$ cat src/rtl/ram_march_bist_if.sv
// Single-port SRAM bus between the march BIST engine (master) and the RAM (slave).
interface ram_march_bist_if #(
  parameter int ADDR_W = 4,
  parameter int DATA_W = 8
);
  logic              wr;
  logic [ADDR_W-1:0] addr;
  logic [DATA_W-1:0] wdata;
  logic [DATA_W-1:0] rdata;

  modport master (output wr, output addr, output wdata, input rdata);
  modport slave  (input wr, input addr, input wdata, output rdata);
endinterface

$ cat src/rtl/ram_march_bist.sv
// March C- style BIST engine for a single-port SRAM with configurable read latency.
// Walks M0 (write P up), M1 (read P / write ~P up), M2 (read ~P / write P down),
// M3 (read P up), counts mismatches and records the first failing location.
module ram_march_bist #(
  parameter int ADDR_W = 4,
  parameter int DATA_W = 8,
  parameter int RD_LAT = 1,   // legal range 1..4
  parameter int ERR_W  = 8
) (
  input  logic                clk,
  input  logic                rst,
  input  logic                start,
  input  logic [DATA_W-1:0]   bg_pattern,
  ram_march_bist_if.master    ram,
  output logic                busy,
  output logic                done,
  output logic                pass,
  output logic [ERR_W-1:0]    err_cnt,
  output logic [ADDR_W-1:0]   fail_addr,
  output logic [DATA_W-1:0]   fail_exp,
  output logic [DATA_W-1:0]   fail_got
);

  typedef enum logic [2:0] {S_IDLE, S_M0, S_M1, S_M2, S_M3, S_DONE} state_t;

  localparam logic [ADDR_W-1:0] ADDR_MAX = '1;
  localparam logic [ADDR_W-1:0] ADDR_ONE = ADDR_W'(1);
  // Sub-cycle index of the compare cycle within one address slot
  localparam logic [2:0]        SUB_CMP  = 3'(RD_LAT);

  state_t              state_q, state_d;
  logic [ADDR_W-1:0]   addr_q, addr_d;
  logic [2:0]          sub_q, sub_d;
  logic [DATA_W-1:0]   pat_q, pat_d;
  logic                wr_q, wr_d;
  logic [DATA_W-1:0]   wdata_q, wdata_d;
  logic                busy_q, busy_d;
  logic                done_q, done_d;
  logic                pass_q, pass_d;
  logic [ERR_W-1:0]    err_q, err_d;
  logic [ADDR_W-1:0]   faddr_q, faddr_d;
  logic [DATA_W-1:0]   fexp_q, fexp_d;
  logic [DATA_W-1:0]   fgot_q, fgot_d;

  logic                cmp_en;
  logic                mism;
  logic                last_addr;
  logic [DATA_W-1:0]   exp_data;

  // Mismatch counter holds at all-ones instead of wrapping
  function automatic logic [ERR_W-1:0] sat_inc(input logic [ERR_W-1:0] v);
    return (&v) ? v : v + ERR_W'(1);
  endfunction

  // Only M2 reads back the inverted background
  assign exp_data  = (state_q == S_M2) ? ~pat_q : pat_q;
  assign cmp_en    = ((state_q == S_M1) || (state_q == S_M2) || (state_q == S_M3)) &&
                     (sub_q == SUB_CMP);
  assign mism      = cmp_en && (ram.rdata != exp_data);
  // M2 is the only descending element, so it terminates at address 0
  assign last_addr = (state_q == S_M2) ? (addr_q == '0) : (addr_q == ADDR_MAX);

  // Next-state, bus and result computation for the march sequencer
  always_comb begin
    state_d = state_q;
    addr_d  = addr_q;
    sub_d   = sub_q;
    pat_d   = pat_q;
    wr_d    = wr_q;
    wdata_d = wdata_q;
    busy_d  = busy_q;
    done_d  = 1'b0;
    pass_d  = pass_q;
    err_d   = err_q;
    faddr_d = faddr_q;
    fexp_d  = fexp_q;
    fgot_d  = fgot_q;

    // First mismatch is captured only while the counter is still zero
    if (mism) begin
      err_d = sat_inc(err_q);
      if (err_q == '0) begin
        faddr_d = addr_q;
        fexp_d  = exp_data;
        fgot_d  = ram.rdata;
      end
    end

    case (state_q)
      S_IDLE: begin
        if (start) begin
          pat_d   = bg_pattern;
          err_d   = '0;
          pass_d  = 1'b0;
          faddr_d = '0;
          fexp_d  = '0;
          fgot_d  = '0;
          state_d = S_M0;
          addr_d  = '0;
          sub_d   = '0;
          wr_d    = 1'b1;
          wdata_d = bg_pattern;
          busy_d  = 1'b1;
        end
      end

      S_M0: begin
        if (addr_q == ADDR_MAX) begin
          state_d = S_M1;
          addr_d  = '0;
          sub_d   = '0;
          wr_d    = 1'b0;
        end else begin
          addr_d  = addr_q + ADDR_ONE;
          wr_d    = 1'b1;
        end
      end

      S_M1, S_M2, S_M3: begin
        if (sub_q != SUB_CMP) begin
          // Read or wait cycle: the address is held until the compare slot
          sub_d = sub_q + 3'd1;
          if ((sub_q + 3'd1) == SUB_CMP) begin
            wr_d = (state_q != S_M3);
            if (state_q == S_M1) begin
              wdata_d = ~pat_q;
            end else if (state_q == S_M2) begin
              wdata_d = pat_q;
            end
          end else begin
            wr_d = 1'b0;
          end
        end else begin
          // Compare cycle ends: step the address or hand over to the next element
          wr_d  = 1'b0;
          sub_d = '0;
          if (!last_addr) begin
            addr_d = (state_q == S_M2) ? (addr_q - ADDR_ONE) : (addr_q + ADDR_ONE);
          end else if (state_q == S_M1) begin
            state_d = S_M2;
            addr_d  = ADDR_MAX;
          end else if (state_q == S_M2) begin
            state_d = S_M3;
            addr_d  = '0;
          end else begin
            state_d = S_DONE;
            busy_d  = 1'b0;
            done_d  = 1'b1;
            pass_d  = (err_d == '0);
          end
        end
      end

      S_DONE: begin
        state_d = S_IDLE;
      end

      default: begin
        state_d = S_IDLE;
        wr_d    = 1'b0;
        busy_d  = 1'b0;
      end
    endcase
  end

  // State and registered outputs; reset clears everything so wr drops at once
  always_ff @(posedge clk or posedge rst) begin
    if (rst) begin
      state_q <= S_IDLE;
      addr_q  <= '0;
      sub_q   <= '0;
      pat_q   <= '0;
      wr_q    <= 1'b0;
      wdata_q <= '0;
      busy_q  <= 1'b0;
      done_q  <= 1'b0;
      pass_q  <= 1'b0;
      err_q   <= '0;
      faddr_q <= '0;
      fexp_q  <= '0;
      fgot_q  <= '0;
    end else begin
      state_q <= state_d;
      addr_q  <= addr_d;
      sub_q   <= sub_d;
      pat_q   <= pat_d;
      wr_q    <= wr_d;
      wdata_q <= wdata_d;
      busy_q  <= busy_d;
      done_q  <= done_d;
      pass_q  <= pass_d;
      err_q   <= err_d;
      faddr_q <= faddr_d;
      fexp_q  <= fexp_d;
      fgot_q  <= fgot_d;
    end
  end

  assign ram.wr    = wr_q;
  assign ram.addr  = addr_q;
  assign ram.wdata = wdata_q;
  assign busy      = busy_q;
  assign done      = done_q;
  assign pass      = pass_q;
  assign err_cnt   = err_q;
  assign fail_addr = faddr_q;
  assign fail_exp  = fexp_q;
  assign fail_got  = fgot_q;

endmodule

$ cat src/flat_wrapper.sv
// flat-port wrapper written by rule: the top's interface ports become plain ports
module ram_march_bist_flat 
#(
  parameter int ADDR_W = 4,
  parameter int DATA_W = 8,
  parameter int RD_LAT = 1,                      
  parameter int ERR_W  = 8
)
  (clk, rst, start, bg_pattern, busy, done, pass, err_cnt, fail_addr, fail_exp, fail_got, ram_wr, ram_addr, ram_wdata, ram_rdata);
  ram_march_bist_if #(.ADDR_W(ADDR_W), .DATA_W(DATA_W)) ram_i ();
  input  logic clk;
  input  logic rst;
  input  logic start;
  input  logic [DATA_W-1:0] bg_pattern;
  output logic busy;
  output logic done;
  output logic pass;
  output logic [ERR_W-1:0] err_cnt;
  output logic [ADDR_W-1:0] fail_addr;
  output logic [DATA_W-1:0] fail_exp;
  output logic [DATA_W-1:0] fail_got;
  output wire logic [$bits(ram_i.wr)-1:0] ram_wr;
  output wire logic [$bits(ram_i.addr)-1:0] ram_addr;
  output wire logic [$bits(ram_i.wdata)-1:0] ram_wdata;
  input wire logic [$bits(ram_i.rdata)-1:0] ram_rdata;
  assign ram_wr = ram_i.wr;
  assign ram_addr = ram_i.addr;
  assign ram_wdata = ram_i.wdata;
  assign ram_i.rdata = ram_rdata;
  ram_march_bist #(.ADDR_W(ADDR_W), .DATA_W(DATA_W), .RD_LAT(RD_LAT), .ERR_W(ERR_W)) u_core (.clk(clk), .rst(rst), .start(start), .bg_pattern(bg_pattern), .ram(ram_i), .busy(busy), .done(done), .pass(pass), .err_cnt(err_cnt), .fail_addr(fail_addr), .fail_exp(fail_exp), .fail_got(fail_got));
endmodule
$ cat config.mk
export PLATFORM = sky130hd
export DESIGN_NAME = ram_march_bist_flat
export DESIGN_NICKNAME = d
export VERILOG_FILES = /design/src/rtl/ram_march_bist_if.sv /design/src/rtl/ram_march_bist.sv /design/src/flat_wrapper.sv
export SDC_FILE = /design/constraint.sdc
export NUM_CORES = 1
export LEC_CHECK = 0
export ABC_AREA = 1
export BUFFER_PORTS_ARGS = -buffer_cell sky130_fd_sc_hd__buf_2
export CAP_MARGIN = 20
export CORE_ASPECT_RATIO = 0.6
export CORE_MARGIN = 1.5
export CORE_UTILIZATION = 61
export CTS_BUF_LIST = sky130_fd_sc_hd__clkbuf_16
export DETAILED_ROUTE_END_ITERATION = 10
export PLACE_DENSITY = 0.89
export SKIP_LAST_GASP = 1
export SYNTH_ARGS = -nofsm -noshare
export SYNTH_HDL_FRONTEND = slang
export SYNTH_SLANG_ARGS = --single-unit
$ cat constraint.sdc
create_clock -name clk -period 6.1 [get_ports clk]
set_clock_uncertainty 0.2 [all_clocks]
set_input_delay 1.83 -clock clk [delete_from_list [all_inputs] [get_ports clk]]
set_output_delay 1.83 -clock clk [all_outputs]
set_load 0.05 [all_outputs]
==> impl_metrics.ini, run 1 <==
[logic_synthesis]
yosys_warnings = 0
synthCells = 459
avgSynthCellArea_um2 = 7.76
ys_ff_latch = 58
syn_nets = 485
yosysTopAreaCellShare = 0.407
yosysTopAreaCell = dfrtp_1
synthTopCellsByArea = dfrtp_1, nand2_1, inv_1
yosysUniqueCellTypes = 39
seq_area_frac_synth = 0.407
synth-edff-count = 0
synthFlopType = dfrtp_1
netlist_area_um2 = 3560
async_flop_share = 1.00

[routing]
drc = 0
via_count = 3348
routedWlPerCell_um = 14.9
drt_iter0_markers = 370
ant_nets = 0
wirelength_um = 9020
first_pass_iters = 5
viasPerCell = 5.53

[clock_tree]
cts_resized = 0
cts_buffer_depth = 2
holdBufCountCts = 0
cts_sinks = 58
clkTransAtPathRegs_ns = 0.05
htreeDepth = 3
cts_post_setup_buffers_inserted = 0
numCtsBuffers = 9
clk_latency_ns = 0.33
cts_root_buf = clkbuf_16
cts_tree = yes

[floorplanning]
start_util = 0.637
ios = 63
fp.dieH_um = 62.2
die_area_um2 = 6320
core_area_um2 = 5600
rows = 21
die_w_um = 102

[timing]
drv_slew = 0
finalHoldViolations = 0
min_period_over_period = 0.550
setup_viol_count_final = 0
setup-tns-final_ns = 0
slew_headroom = 0.462
post-route-worst-setup-slack_ns = 2.74
rsz0062_at_grt = no
period_needed_ns = 3.36
tightest_slew_ns = 0.799
max_freq_ghz = 0.298

[finish]
drive_gt1_frac = 0.234
syn2layout_area_growth_pct = 17.4
final_cells = 605
antennaDiodeCount = 0
num-fill-cells = 445
finalNetCount = 546
fin_area_um2 = 4180

[setup_path]
arrival_ns = 3.41
slowest_stage = nand2_4
cp_max_fo = 39
worst-path-buf-inv = 2
max_stage_delay_ns = 0.33
cp.required_ns = 6.15
crit_family = simple AND/OR/NAND/NOR gates
crit_path_end_kind = flop
crit_chain = buf_2, nand3b_1, nand2_1, nand2_1, nor2_2, nand2_4, nand2_4, inv_4, nand2_4, o21ai_0, a21oi_2
startpoint_type = primary input
cpMostUsedCell = nand2_4
crit_type = primary input to flop

[grt]
grt_max_degree = 59
grt.total_usage = 0.305
first_global_vias = 3116
antenna_found_initial = 0
grt_pass1_wl_um = 14900
grt-ovfl-total = 0

[place]
io_buffers = 62
dp_hpwl_um = 6310
gp_congestion = 0.933
placed_area_um2 = 3870
dp_cells = 589
pre_cts_ws_ns = 2.45

[power]
power_density_nw_per_um2 = 623
vdd_drop_max_v = 0.000387
leakagePower_nw = 2.25

[min_path]
hp-class = flop to flop

[job]
cap_viol_max_count = 0

[run_status]
status = finished clean
registers in the layout (all words and copies together) (netlist names), 4 cells and up:
signal / flops
u_core.err_cnt: 8
u_core.fail_exp: 8
u_core.fail_got: 8
u_core.pat_q: 8
u_core.ram.wdata: 8
u_core.fail_addr: 4
u_core.ram.addr: 4
Yosys cell counts (2+ instances only):
cell and n:
nand4_1 6, nand2_1 97, dfrtp_1 58, ha_1 7, nand3_1 19, a21oi_1 14, xnor2_1 2, nor2_2 4
o221ai_1 8, nand3b_1 5, nor3_1 4, nor4_1 2, nor3_2 2, a31oi_1 3, xor2_1 5, a21oi_2 10
o21ai_1 8, o22ai_1 2, buf_6 7, o21ai_0 37, nor2_4 2, clkbuf_1 6, nand2_2 8, inv_1 83
nand2_4 4, mux2_2 8, nor2_1 36
where the power goes:
part	total, mW	internal [mW]	leakage [nW]	switching [mW]
combinational	1.41	0.400	1.34	1.01
sequential	0.672	0.536	0.756	0.136
clock	0.527	0.352	0.154	0.175
worst min-delay path, cell delays in order (launching register included):
cell,delay (ns)
dfrtp_1,0.34
nand2_1,0.05
o21ai_0,0.06
logic make-up after synthesis:
| logic type | Yosys count | synth area share |
|---|---|---|
| fa+ha+maj | 7 | 0.0246 |
| compound gates | 86 | 0.147 |
| xor+xnor | 7 | 0.0172 |
| flops | 58 | 0.407 |
| simple gates | 190 | 0.248 |
| buf+inv | 102 | 0.129 |
| mux | 9 | 0.0281 |
path summary, 6_finish.rpt:
check,startpoint,endpoint,slack [ns],cells after the start
worst max-delay path,ram_rdata[6],u_core.fail_exp[4],2.74,11
worst min-delay path,u_core.ram.wr,u_core.ram.wr,0.29,2
worst max register to register,u_core.state_q[2],u_core.fail_exp[4],3.24,15
worst min register to register,u_core.ram.wr,u_core.ram.wr,0.29,2
max in group asynchronous,rst,u_core.ram.wdata[1],3.70,3
min in group asynchronous,rst,u_core.fail_got[2],1.50,3
area by class of cell:
class / count / area (µm²) / share of cell area
multi-input combinational: 299 / 1650 / 0.395
clock inverter: 7 / 85.1 / 0.0203
timing repair buffer: 65 / 333 / 0.0796
sequential: 58 / 1450 / 0.347
clock buffer: 9 / 225 / 0.0538
tap: 80 / 100 / 0.0239
inverter: 87 / 334 / 0.0799
cell usage in the layout, fill, tap and decap left out, drive strengths merged:
cell type	Yosys	routed
nand2	109	109
o21ai	45	45
clkinv	1	4
buf	9	65
a311oi	1	1
a21oi	24	24
inv	86	87
dfrtp	58	58
a31oi	3	3
o22ai	2	2
mux2i	1	1
xnor2	2	2
nand4	6	6
mux2	8	8
o21a	1	1
nor2	42	42
o31ai	1	1
a2111oi	1	1
nand3b	5	5
ha	7	7
clkinvlp	0	1
xor2	5	5
nand3	20	20
nor3	6	6
bufinv	0	2
clkbuf	6	9
o221ai	8	8
nor4	2	2
per-stage QoR:
| step | utilization | power, mW | hold WS (ns) |
|---|---|---|---|
| after global placement | 0.692 | 2.00 | 0.273 |
| final | 0.747 | 2.61 | 0.293 |
| after detailed placement | 0.692 | 2.04 | 0.280 |
| after CTS | 0.747 | 2.59 | 0.297 |
| after global routing | 0.747 | 2.78 | 0.324 |
| after floorplan | - | 1.80 | 0.274 |
metal layers:
metal  global-route usage  routed length [µm]  vias to the layer above
met5                    0                   0                        -
met4               0.0990                 199                        0
met3                0.100                 931                       28
met2                0.417                3680                      156
met1                0.454                4220                     1569
li1                     -                   -                     1595
Note: power is estimated with default switching activity, not from simulation.
==> run 2: changes to the inputs <==
- ABC_AREA: 1 -> 0
- CORE_UTILIZATION: 61 -> 56
- PLACE_DENSITY: 0.89 -> 0.83
- clock period: 6.1 -> 3.4 ns (I/O delays scaled with it)
==> run 2 against run 1 <==
  * Synthesized area down 3.2%
  * Core utilization fell by 3.8 points
  * Total power grew 3.9%
  * Cell count fell by 18%
  * Hold slack got worse by 0.019 ns
  * First-iteration DRC count fell by 43%
  * Via count fell by 11%
  * Sequential power is 40% higher
  * Synthesized cell count is 22% lower
  * Setup slack worse by 2.1 ns
==> impl_metrics.ini, run 2 <==
[clock_tree]
cts_tree = yes
htreeDepth = 3
cts_sinks = 58
cts_post_setup_buffers_inserted = 0
cts_buffer_depth = 2
numCtsBuffers = 9
clkTransAtPathRegs_ns = 0.05
cts_resized = 0
cts_root_buf = clkbuf_16
holdBufCountCts = 0
clk_latency_ns = 0.33

[power]
power_density_nw_per_um2 = 663
p_int_mw = 1.61
seqPwrFrac = 0.349
leakagePower_nw = 1.90
clockPowerShare = 0.313
netSwitchingPower_mw = 1.10
power.share.switching = 0.405
vdd_drop_max_v = 0.000500
power_mw = 2.71
comb_power_share = 0.339

[finish]
layout_common_cells = buf_2, dfrtp_1, nor2_1
syn2layout_area_growth_pct = 18.4
final_common_cell = buf_2
num-fill-cells = 444
drive_gt1_frac = 0.273
antennaDiodeCount = 0
finalNetCount = 440

[floorplanning]
start_util = 0.599
rows = 21
fp.dieH_um = 63.8
die_w_um = 104
die_area_um2 = 6650
ios = 63
core_area_um2 = 5750

[routing]
routedWlPerCell_um = 16.8
viasPerCell = 5.97
wirelength_um = 8340
first_pass_iters = 7
drt_iter0_markers = 211
ant_nets = 0
via_count = 2972
drc = 0

[logic_synthesis]
yosysUniqueCellTypes = 57
yosysTopAreaCell = dfrtp_1
avgSynthCellArea_um2 = 9.69
synth-edff-count = 0
synthTopCellsByArea = dfrtp_1, nor2_1, mux2i_1
async_flop_share = 1.00
syn_nets = 382
yosys_warnings = 0
synthCells = 356
netlist_area_um2 = 3450
yosysTopAreaCellShare = 0.421
seq_area_frac_synth = 0.421
synthFlopType = dfrtp_1
ys_ff_latch = 58
synth_most_common_cell = dfrtp_1
synth_common_cells = dfrtp_1, nor2_1, nand2_1, o21ai_0, a21oi_1

[setup_path]
max_stage_delay_ns = 0.59
cp_max_fo = 28
crit_path_end_kind = flop
startpoint_type = primary input
cp.required_ns = 3.40
crit_family = simple AND/OR/NAND/NOR gates
cp-startpoint = ram_rdata[3]
crit_chain = buf_2, xnor2_1, or4_4, mux2i_4, a21oi_4, and4b_4, mux2i_1, nor2_1
slowest_stage = and4b_4
crit_cells = 8
r2r_start = u_core.state_q[2]
r2r_setup_slack_ns = 0.63
rr_endpoint = u_core.pass
worst-path-buf-inv = 1
crit_path_end = u_core.fail_got[4]
crit_type = primary input to flop
arrival_ns = 2.79
reg2reg_depth = 7

[timing]
setup_viol_count_final = 0
drv_slew = 0
slew_headroom = 0.672
period_needed_ns = 2.80
rsz0062_at_grt = no
min_period_over_period = 0.823
max_freq_ghz = 0.357
setup-tns-final_ns = 0
tightest_slew_ns = 0.491
finalHoldViolations = 0

[grt]
grt_use_met1 = 0.395
use_met2 = 0.396
grt_max_degree = 29
first_global_vias = 2798
gr-max-usage-layer = met2
grtUsageMet3 = 0.0755
grt.total_usage = 0.273
grt_pass1_wl_um = 14100
antenna_found_initial = 0
grt-ovfl-total = 0

[run_status]
status = finished clean

[place]
io_buffers = 62
dp_hpwl_um = 5890
gp_congestion = 0.928

[min_path]
hp-class = flop to flop

[job]
cap_viol_max_count = 0
[run 2: logic make-up after synthesis]
| logic type | share of synthesized area |
|---|---|
| and+or+nand+nor | 0.161 |
| AOI/OAI and AO/OA | 0.205 |
| DFF | 0.421 |
| buffers and inverters | 0.0454 |
| muxes | 0.0835 |
| xor gates and xnor gates | 0.0584 |
| adders and majority gates | 0.0254 |
[run 2: tightest hold or removal path, stage by stage (launching register included)]
cell     delay, ns
dfrtp_1       0.33
nand2_1       0.05
o21ai_0       0.06
[run 2: worst min path at each step]
stage,from,end,slack [ns],cells after the start
after floorplan,u_core.sub_q[1],u_core.sub_q[1],0.29,1
after global placement,u_core.ram.wdata[1],u_core.ram.wdata[1],0.26,2
after detailed placement,u_core.ram.wdata[6],u_core.ram.wdata[6],0.27,2
after CTS,u_core.ram.wdata[6],u_core.ram.wdata[6],0.28,2
after global routing,u_core.ram.wdata[6],u_core.ram.wdata[6],0.30,2
final,u_core.ram.wdata[0],u_core.ram.wdata[0],0.27,2
[run 2: area by class of cell]
type | instances | area [µm²] | share of cell area
well taps | 80 | 100 | 0.0245
flip-flops and latches | 58 | 1450 | 0.356
clock inverters | 6 | 51.3 | 0.0126
repair buffers | 71 | 378 | 0.0926
clock buffers | 9 | 225 | 0.0552
multi-input cells | 265 | 1840 | 0.451
inverters | 9 | 33.8 | 0.00827
[run 2: through the flow]
step | instance area [µm²] | util | setup WS (ns) | instances | hold slack, ns
finish | 4080 | 0.710 | 0.602 | 498 | 0.273
global route | 4080 | 0.710 | 0.347 | 498 | 0.295
CTS | 4080 | 0.710 | 0.590 | 498 | 0.278
detailed placement | 3810 | 0.661 | 0.260 | 483 | 0.267
global placement | 3810 | 0.661 | 0.329 | 483 | 0.256
floorplan | 3450 | - | 0.463 | 356 | 0.292
[run 2: per-layer routing]
metal / vias to the layer above / share of wire
met4: 0 / 0.0097
met5: - / 0
met3: 11 / 0.084
met2: 143 / 0.43
li1: 1389 / -
met1: 1429 / 0.47
[run 2: power groups by stage]
stage	Combinational (mW)	Sequential, mW	Clock, mW
2_1_floorplan	0.260	1.39	0
3_3_place_gp	0.896	0.941	0
3_5_place_dp	0.918	0.945	0
4_1_cts	0.920	0.940	0.859
5_1_grt	0.969	0.962	0.894
6_report	0.916	0.943	0.847
